$ cat config.mk
export PLATFORM = sky130hd
export DESIGN_NAME = lsu
export DESIGN_NICKNAME = d
export VERILOG_FILES = /design/src/rtl/lsu_pkg.sv /design/src/rtl/lsu_ldext.sv /design/src/rtl/lsu.sv
export SDC_FILE = /design/constraint.sdc
export NUM_CORES = 1
export LEC_CHECK = 0
export CORE_AREA = 2 2 105 107
export DETAILED_ROUTE_END_ITERATION = 10
export DIE_AREA = 0 0 107 109
export PLACE_DENSITY = 0.81
export SYNTH_ARGS = -nofsm -noshare
export SYNTH_HDL_FRONTEND = slang
export SYNTH_SLANG_ARGS = --single-unit
$ cat constraint.sdc
create_clock -name clk -period 2.79 [get_ports clk]
set_input_delay 0.558 -clock clk [delete_from_list [all_inputs] [get_ports clk]]
set_output_delay 0.558 -clock clk [all_outputs]
set_load 0.01 [all_outputs]
$ cat src/rtl/lsu_pkg.sv
// Shared definitions for the load/store unit: load/store type codes,
// write-back source codes and the FSM state encoding.
package lsu_pkg;

    // Load type codes (Ld_cntr_exe2lsu); 110/111 behave as no load.
    localparam logic [2:0] LD_NONE = 3'b000;
    localparam logic [2:0] LD_LB   = 3'b001;
    localparam logic [2:0] LD_LH   = 3'b010;
    localparam logic [2:0] LD_LW   = 3'b011;
    localparam logic [2:0] LD_LBU  = 3'b100;
    localparam logic [2:0] LD_LHU  = 3'b101;

    // Store type codes (St_cntr_exe2lsu).
    localparam logic [1:0] ST_NONE = 2'b00;
    localparam logic [1:0] ST_SB   = 2'b01;
    localparam logic [1:0] ST_SH   = 2'b10;
    localparam logic [1:0] ST_SW   = 2'b11;

    // Write-back source (Memtoreg_exe2lsu); every other code selects alu_result.
    localparam logic [1:0] MTR_LOAD = 2'b01;

    typedef enum logic [1:0] {
        S_IDLE = 2'b00,
        S_REQ  = 2'b01,
        S_WAIT = 2'b10
    } lsu_state_t;

    // True for the five load codes that actually access memory.
    function automatic logic is_load_code(input logic [2:0] ld);
        return (ld == LD_LB) || (ld == LD_LH) || (ld == LD_LW) ||
               (ld == LD_LBU) || (ld == LD_LHU);
    endfunction

endpackage

$ cat src/rtl/lsu_ldext.sv
// Load data extraction: picks the byte/halfword addressed by the latched
// offset out of the returned word and sign- or zero-extends it.
module lsu_ldext
    import lsu_pkg::*;
(
    input  logic [31:0] rdata_i,
    input  logic [1:0]  off_i,
    input  logic [2:0]  ld_type_i,
    output logic [31:0] data_o
);

    logic [7:0]  byte_sel;
    logic [15:0] half_sel;

    // Lane select for byte and halfword accesses.
    always_comb begin
        byte_sel = rdata_i[7:0];
        case (off_i)
            2'd0: byte_sel = rdata_i[7:0];
            2'd1: byte_sel = rdata_i[15:8];
            2'd2: byte_sel = rdata_i[23:16];
            2'd3: byte_sel = rdata_i[31:24];
            default: byte_sel = rdata_i[7:0];
        endcase
        half_sel = off_i[1] ? rdata_i[31:16] : rdata_i[15:0];
    end

    // Extension according to load type; word and unknown codes pass the word.
    always_comb begin
        data_o = rdata_i;
        case (ld_type_i)
            LD_LB:   data_o = {{24{byte_sel[7]}}, byte_sel};
            LD_LH:   data_o = {{16{half_sel[15]}}, half_sel};
            LD_LBU:  data_o = {24'd0, byte_sel};
            LD_LHU:  data_o = {16'd0, half_sel};
            LD_LW:   data_o = rdata_i;
            default: data_o = rdata_i;
        endcase
    end

endmodule

$ cat src/rtl/lsu.sv
// Load/store unit: issues data-memory requests for loads and stores, holds
// the execute stage with stall while an access is outstanding and produces
// the registered write-back bundle.
// Optional feature macro: LSU_MISALIGN_TRAP_EN (traps misaligned half/word
// accesses instead of silently ignoring the low address bits).
//
//  state  | meaning
//  IDLE   | no access outstanding; memory op requests combinationally
//  REQ    | request presented, waiting for dmem_gnt
//  WAIT   | load granted, waiting for dmem_rvalid
module lsu
    import lsu_pkg::*;
#(
    parameter int WIDTH = 32
) (
    input  logic             clk,
    input  logic             rst_n,
    input  logic [WIDTH-1:0] alu_result,
    input  logic [WIDTH-1:0] Rd2_exe2lsu,
    input  logic [1:0]       Memtoreg_exe2lsu,
    input  logic [2:0]       Ld_cntr_exe2lsu,
    input  logic [1:0]       St_cntr_exe2lsu,
    input  logic             RegW_exe2lsu,
    input  logic [4:0]       wr_addr_exe2lsu,
    output logic             dmem_req,
    output logic             dmem_we,
    output logic [WIDTH-1:0] dmem_addr,
    output logic [3:0]       dmem_be,
    output logic [WIDTH-1:0] dmem_wdata,
    input  logic             dmem_gnt,
    input  logic             dmem_rvalid,
    input  logic [WIDTH-1:0] dmem_rdata,
    output logic             stall,
    output logic [WIDTH-1:0] wb_data,
    output logic             RegW_lsu2wb,
    output logic [4:0]       wr_addr_lsu2wb,
    output logic             misalign_err
);

    lsu_state_t  state_q;
    logic [31:0] wb_data_q;
    logic        regw_q;
    logic [4:0]  wr_addr_q;
    logic        mis_q;
    logic [1:0]  off_q;
    logic [2:0]  ld_q;
    logic [1:0]  mtr_q;
    logic        regw_ld_q;
    logic [4:0]  rd_ld_q;

    logic        is_st_op;
    logic        is_ld_op;
    logic        mem_op;
    logic        misalign;
    logic        load_grant;
    logic [31:0] ld_ext;

    // Decode the incoming op; a store code wins over a simultaneous load code.
    always_comb begin
        is_st_op = (St_cntr_exe2lsu != ST_NONE);
        is_ld_op = !is_st_op && is_load_code(Ld_cntr_exe2lsu);
        mem_op   = is_st_op || is_ld_op;
    end

`ifdef LSU_MISALIGN_TRAP_EN
    // Halfword needs addr[0]=0, word needs addr[1:0]=00.
    always_comb begin
        misalign = 1'b0;
        if ((is_st_op && St_cntr_exe2lsu == ST_SH) ||
            (is_ld_op && (Ld_cntr_exe2lsu == LD_LH || Ld_cntr_exe2lsu == LD_LHU)))
            misalign = alu_result[0];
        else if ((is_st_op && St_cntr_exe2lsu == ST_SW) ||
                 (is_ld_op && Ld_cntr_exe2lsu == LD_LW))
            misalign = (alu_result[1:0] != 2'b00);
    end
`else
    assign misalign = 1'b0;
`endif

    // Byte enables and lane-replicated store data from the current op.
    always_comb begin
        dmem_addr  = {alu_result[31:2], 2'b00};
        dmem_be    = 4'b1111;
        dmem_wdata = Rd2_exe2lsu;
        if (is_st_op) begin
            case (St_cntr_exe2lsu)
                ST_SB: begin
                    dmem_be    = 4'b0001 << alu_result[1:0];
                    dmem_wdata = {4{Rd2_exe2lsu[7:0]}};
                end
                ST_SH: begin
                    dmem_be    = 4'b0011 << {alu_result[1], 1'b0};
                    dmem_wdata = {2{Rd2_exe2lsu[15:0]}};
                end
                default: begin
                    dmem_be    = 4'b1111;
                    dmem_wdata = Rd2_exe2lsu;
                end
            endcase
        end
    end

    // Request and stall; the execute stage holds the op stable while stalled,
    // so the request fields stay valid through REQ. Reset forces both low.
    always_comb begin
        dmem_req = 1'b0;
        stall    = 1'b0;
        if (rst_n) begin
            case (state_q)
                S_IDLE: begin
                    if (mem_op && !misalign) begin
                        dmem_req = 1'b1;
                        stall    = !(is_st_op && dmem_gnt);
                    end
                end
                S_REQ: begin
                    dmem_req = 1'b1;
                    stall    = !(is_st_op && dmem_gnt);
                end
                S_WAIT: begin
                    stall = !dmem_rvalid;
                end
                default: begin
                    dmem_req = 1'b0;
                    stall    = 1'b0;
                end
            endcase
        end
        dmem_we    = dmem_req && is_st_op;
        load_grant = dmem_req && dmem_gnt && is_ld_op;
    end

    lsu_ldext u_ldext (
        .rdata_i   (dmem_rdata),
        .off_i     (off_q),
        .ld_type_i (ld_q),
        .data_o    (ld_ext)
    );

    // FSM and registered write-back bundle.
    always_ff @(posedge clk or negedge rst_n) begin
        if (!rst_n) begin
            state_q   <= S_IDLE;
            wb_data_q <= '0;
            regw_q    <= 1'b0;
            wr_addr_q <= '0;
            mis_q     <= 1'b0;
            off_q     <= '0;
            ld_q      <= LD_NONE;
            mtr_q     <= '0;
            regw_ld_q <= 1'b0;
            rd_ld_q   <= '0;
        end else begin
            mis_q <= 1'b0;
            if (load_grant) begin
                off_q     <= alu_result[1:0];
                ld_q      <= Ld_cntr_exe2lsu;
                mtr_q     <= Memtoreg_exe2lsu;
                regw_ld_q <= RegW_exe2lsu;
                rd_ld_q   <= wr_addr_exe2lsu;
            end
            case (state_q)
                S_IDLE: begin
                    if (mem_op) begin
                        regw_q <= 1'b0;
                        if (misalign)
                            mis_q <= 1'b1;
                        else if (!dmem_gnt)
                            state_q <= S_REQ;
                        else if (is_ld_op)
                            state_q <= S_WAIT;
                    end else begin
                        wb_data_q <= alu_result;
                        regw_q    <= RegW_exe2lsu;
                        wr_addr_q <= wr_addr_exe2lsu;
                    end
                end
                S_REQ: begin
                    regw_q <= 1'b0;
                    if (dmem_gnt)
                        state_q <= is_ld_op ? S_WAIT : S_IDLE;
                end
                S_WAIT: begin
                    regw_q <= 1'b0;
                    if (dmem_rvalid) begin
                        wb_data_q <= (mtr_q == MTR_LOAD) ? ld_ext : alu_result;
                        regw_q    <= regw_ld_q;
                        wr_addr_q <= rd_ld_q;
                        state_q   <= S_IDLE;
                    end
                end
                default: state_q <= S_IDLE;
            endcase
        end
    end

    assign wb_data        = wb_data_q;
    assign RegW_lsu2wb    = regw_q;
    assign wr_addr_lsu2wb = wr_addr_q;
    assign misalign_err   = mis_q;

endmodule

==> results.md <==
- First-pass GRT wire length: 21.44 mm
- Core area: 10600 um^2
- Most used DFF post-synth: dfrtp_1
- P_leak: 2.736 nW
- RD Place Congestion: 0.9213
- R2r worst-path depth: 6
- Num CTS Buffers: 5
- Largest family of logic cells by synthesized area: compound AO/OA/AOI/OAI gates
- Top post-synthesis cells by area: dfrtp_1 32%, buf_4 8.6%, nor2_1 6.8%
- Final #Nets: 809
- Vias in the first global route: 4224
- Fillcell total: 904
- Crit Reg-Reg Startpoint: off_q[1]
- Share of layout cells above drive strength 1: 0.1464
- Final Skew: 0.007622 ns
- Largest net degree at the start of global routing: 55
- Post-synth cell types: 48
- Synthesized area per cell: 8.279 um^2
- Ant. Diodes: 0
- Top cell type's share of synthesized area: 0.3230
- Sequential element share of the synthesized area: 0.3230
- Die Span Y: 109 um
- FF-to-FF End: wb_data[6]
- Fin area: 6504 um^2
- Critical Path AT: 2.15 ns
- Synth Cell Area: 4106 um^2
- Post-synth ARST share: 1.000
- Final Power: 5.374 mW
- Crit Path Class: input port to output port
- Syn Inst Count: 496
- Area grow syn2layout: 58.38%
- Adder-cell share of the synthesized area: 0.02133
- Max FO, Critical Path: 2
- Final setup violation count: 0
- Hold Path Class: input port to asynchronous set/reset pin
- Number of flops mapped to enable cells by yosys: 0
- Worst skew pair latency: 0.31 ns
- Final wirelength: 13.95 mm
- Residual overflow from global routing: 0
- Clock buffer depth: 2
- HPWL Detailed: 11.11 mm
- Tcrit/Tclk final: 0.9713
- GRT Util Overall: 0.2287
- Top-count cell post-synth: nor2_1
- Crit start category: input port
- Least-Margin Pin Slew: 0.7019 ns
- Die width: 107 um
- Hold Fails Final Rpt: 0
- Routed len/inst: 16.81 um
- Status: finished clean
- Maximum VDD drop: 0.4463 mV
- PortBufs: 219
- YS warnings: 0
- Fmax: 369.0 MHz
- R2r setup slk: 0.61 ns
- Synth Area in Compound Gates: 0.2486
- Dominant cell type by area after synthesis: dfrtp_1
- Slew HR: 0.5321
- Fin. max-slew vios: 0
- Total vias in the final route: 4440
- # Max-Cap Violations: 0
- Post-placement cell area: 6321 um^2
- Number of H-tree levels: 2
- CTS Root Buffer Type: clkbuf_8
- Via density: 5.349
- Hold_buf cts: 0
- Die area: 11660 um^2
- Post-layout util: 0.6134
- Drt drc: 0
- Multiplexer share of the synthesized area: 0.07252
- Final ANT Viol Nets: 0
- Total clock sinks: 53
- 1st-iter DRT viols: 233
- CTS clock-pin slew for the worst setup and hold paths: 0.10 ns
- Synth Area in Simple Gates: 0.1877
- Min Clock Period, post-route: 2.710 ns
- CP required: 2.23 ns
- Initial antenna violation count: 0
- Row count: 38
- CTS tree: built
- CP Capture Type: output port
- Pwr dens: 826.3 nW/um^2
- Number of synthesized register bits: 53
- Top cells by count, synth: 74 x nor2_1, 53 x dfrtp_1, 47 x buf_4
- Io pins: 223
- Pre-antenna DRT Iters: 5
- Post-Synth XOR/XNOR Area: 0.008531
- Initial core utilization: 0.3873
timing repair:
item | in CTS | in global routing
setup endpoints to repair | 31 | 25
buffers inserted | 1 | 0
gates cloned | 0 | 0
resized for setup | 72 | 17
pin swaps | 1 | 0
flip-flops by register name (all words and copies together) (netlist names):
name            flops
wr_addr_lsu2wb      5
off_q               2
regw_ld_q           1
mtr_q               2
RegW_lsu2wb         1
wb_data            32
rd_ld_q             5
ld_q                3
state_q             2
power breakdown:
part | switching [mW] | total, mW | internal, mW
registers | 0.334 | 1.48 | 1.15
clock network | 0.276 | 0.460 | 0.184
logic | 1.72 | 3.43 | 1.72
cell families (layout without fill, tap and decap cells):
group / count (synthesis) / count (layout)
muxes: 27 / 27
DFF: 53 / 53
and+or+nand+nor: 173 / 173
buffers and inverters: 95 / 287
other: 1 / 3
adders and majority gates: 7 / 7
xor gates and xnor gates: 4 / 4
AOI/OAI and AO/OA: 136 / 136
worst max path at each step:
stage                            start  slack (ns)             end
floorplan           St_cntr_exe2lsu[0]        0.37  dmem_wdata[29]
global placement    St_cntr_exe2lsu[0]       -0.41   dmem_wdata[8]
detailed placement  St_cntr_exe2lsu[1]       -0.48  dmem_wdata[14]
CTS                 St_cntr_exe2lsu[0]       -0.03  dmem_wdata[30]
global route        Ld_cntr_exe2lsu[0]      -0.004           stall
finish              Ld_cntr_exe2lsu[0]        0.08           stall
cells in the final DEF, fill, tap and decap left out, types with 5 or more instances in the layout:
| cell | n |
|---|---|
| o2111ai_1 | 8 |
| dfrtp_1 | 53 |
| nor2b_1 | 11 |
| clkbuf_2 | 6 |
| a221oi_1 | 7 |
| dlygate4sd2_1 | 13 |
| nand2_1 | 45 |
| inv_1 | 17 |
| buf_4 | 35 |
| clkdlybuf4s15_1 | 12 |
| mux2_2 | 12 |
| a22o_1 | 16 |
| mux2i_1 | 14 |
| o21ai_0 | 28 |
| nor2_1 | 74 |
| a221oi_2 | 17 |
| or3_1 | 8 |
| a21oi_1 | 26 |
| clkdlybuf4s50_1 | 185 |
| o221ai_1 | 9 |
| a31oi_1 | 9 |
| nand3_1 | 17 |
| clkbuf_8 | 5 |
layer usage:
layer  wire length [um]  share of wire  vias up  GRT usage
li1                   -              -     2127          -
met1               5952           0.43     2135     0.3044
met2               6993           0.50      165     0.3899
met3                843          0.060       13    0.04304
met4                163          0.012        0    0.04731
met5                  0              0        -          0
area by class of cell:
type	instances	area (um^2)	area share
flip-flops and latches	53	1326	0.2039
repair buffers	260	2495	0.3836
clock inverters	3	26.28	0.004040
clock buffers	5	68.82	0.01058
well taps	140	175.2	0.02693
multi-input cells	350	2341	0.3599
inverters	19	71.32	0.01097
metrics by stage:
stage               setup TNS, ns  worst slack (ns)  instances  hold WS [ns]
floorplan                       0            0.3723        498        0.2624
detailed placement         -9.251           -0.4843        821        0.4961
global placement           -7.711           -0.4068        821        0.4908
finish                          0           0.07995        830        0.4643
global route            -0.004196         -0.004196        830        0.5238
CTS                      -0.02691          -0.02691        830        0.5065
worst max-delay path, stage by stage:
cell,delay [ns]
clkdlybuf4s50_1,0.43
or3_1,0.40
a21boi_2,0.18
o21ai_1,0.10
buf_4,0.14
a22oi_1,0.15
nor2_1,0.06
buf_2,0.14
(Power assumes the default switching activity.)
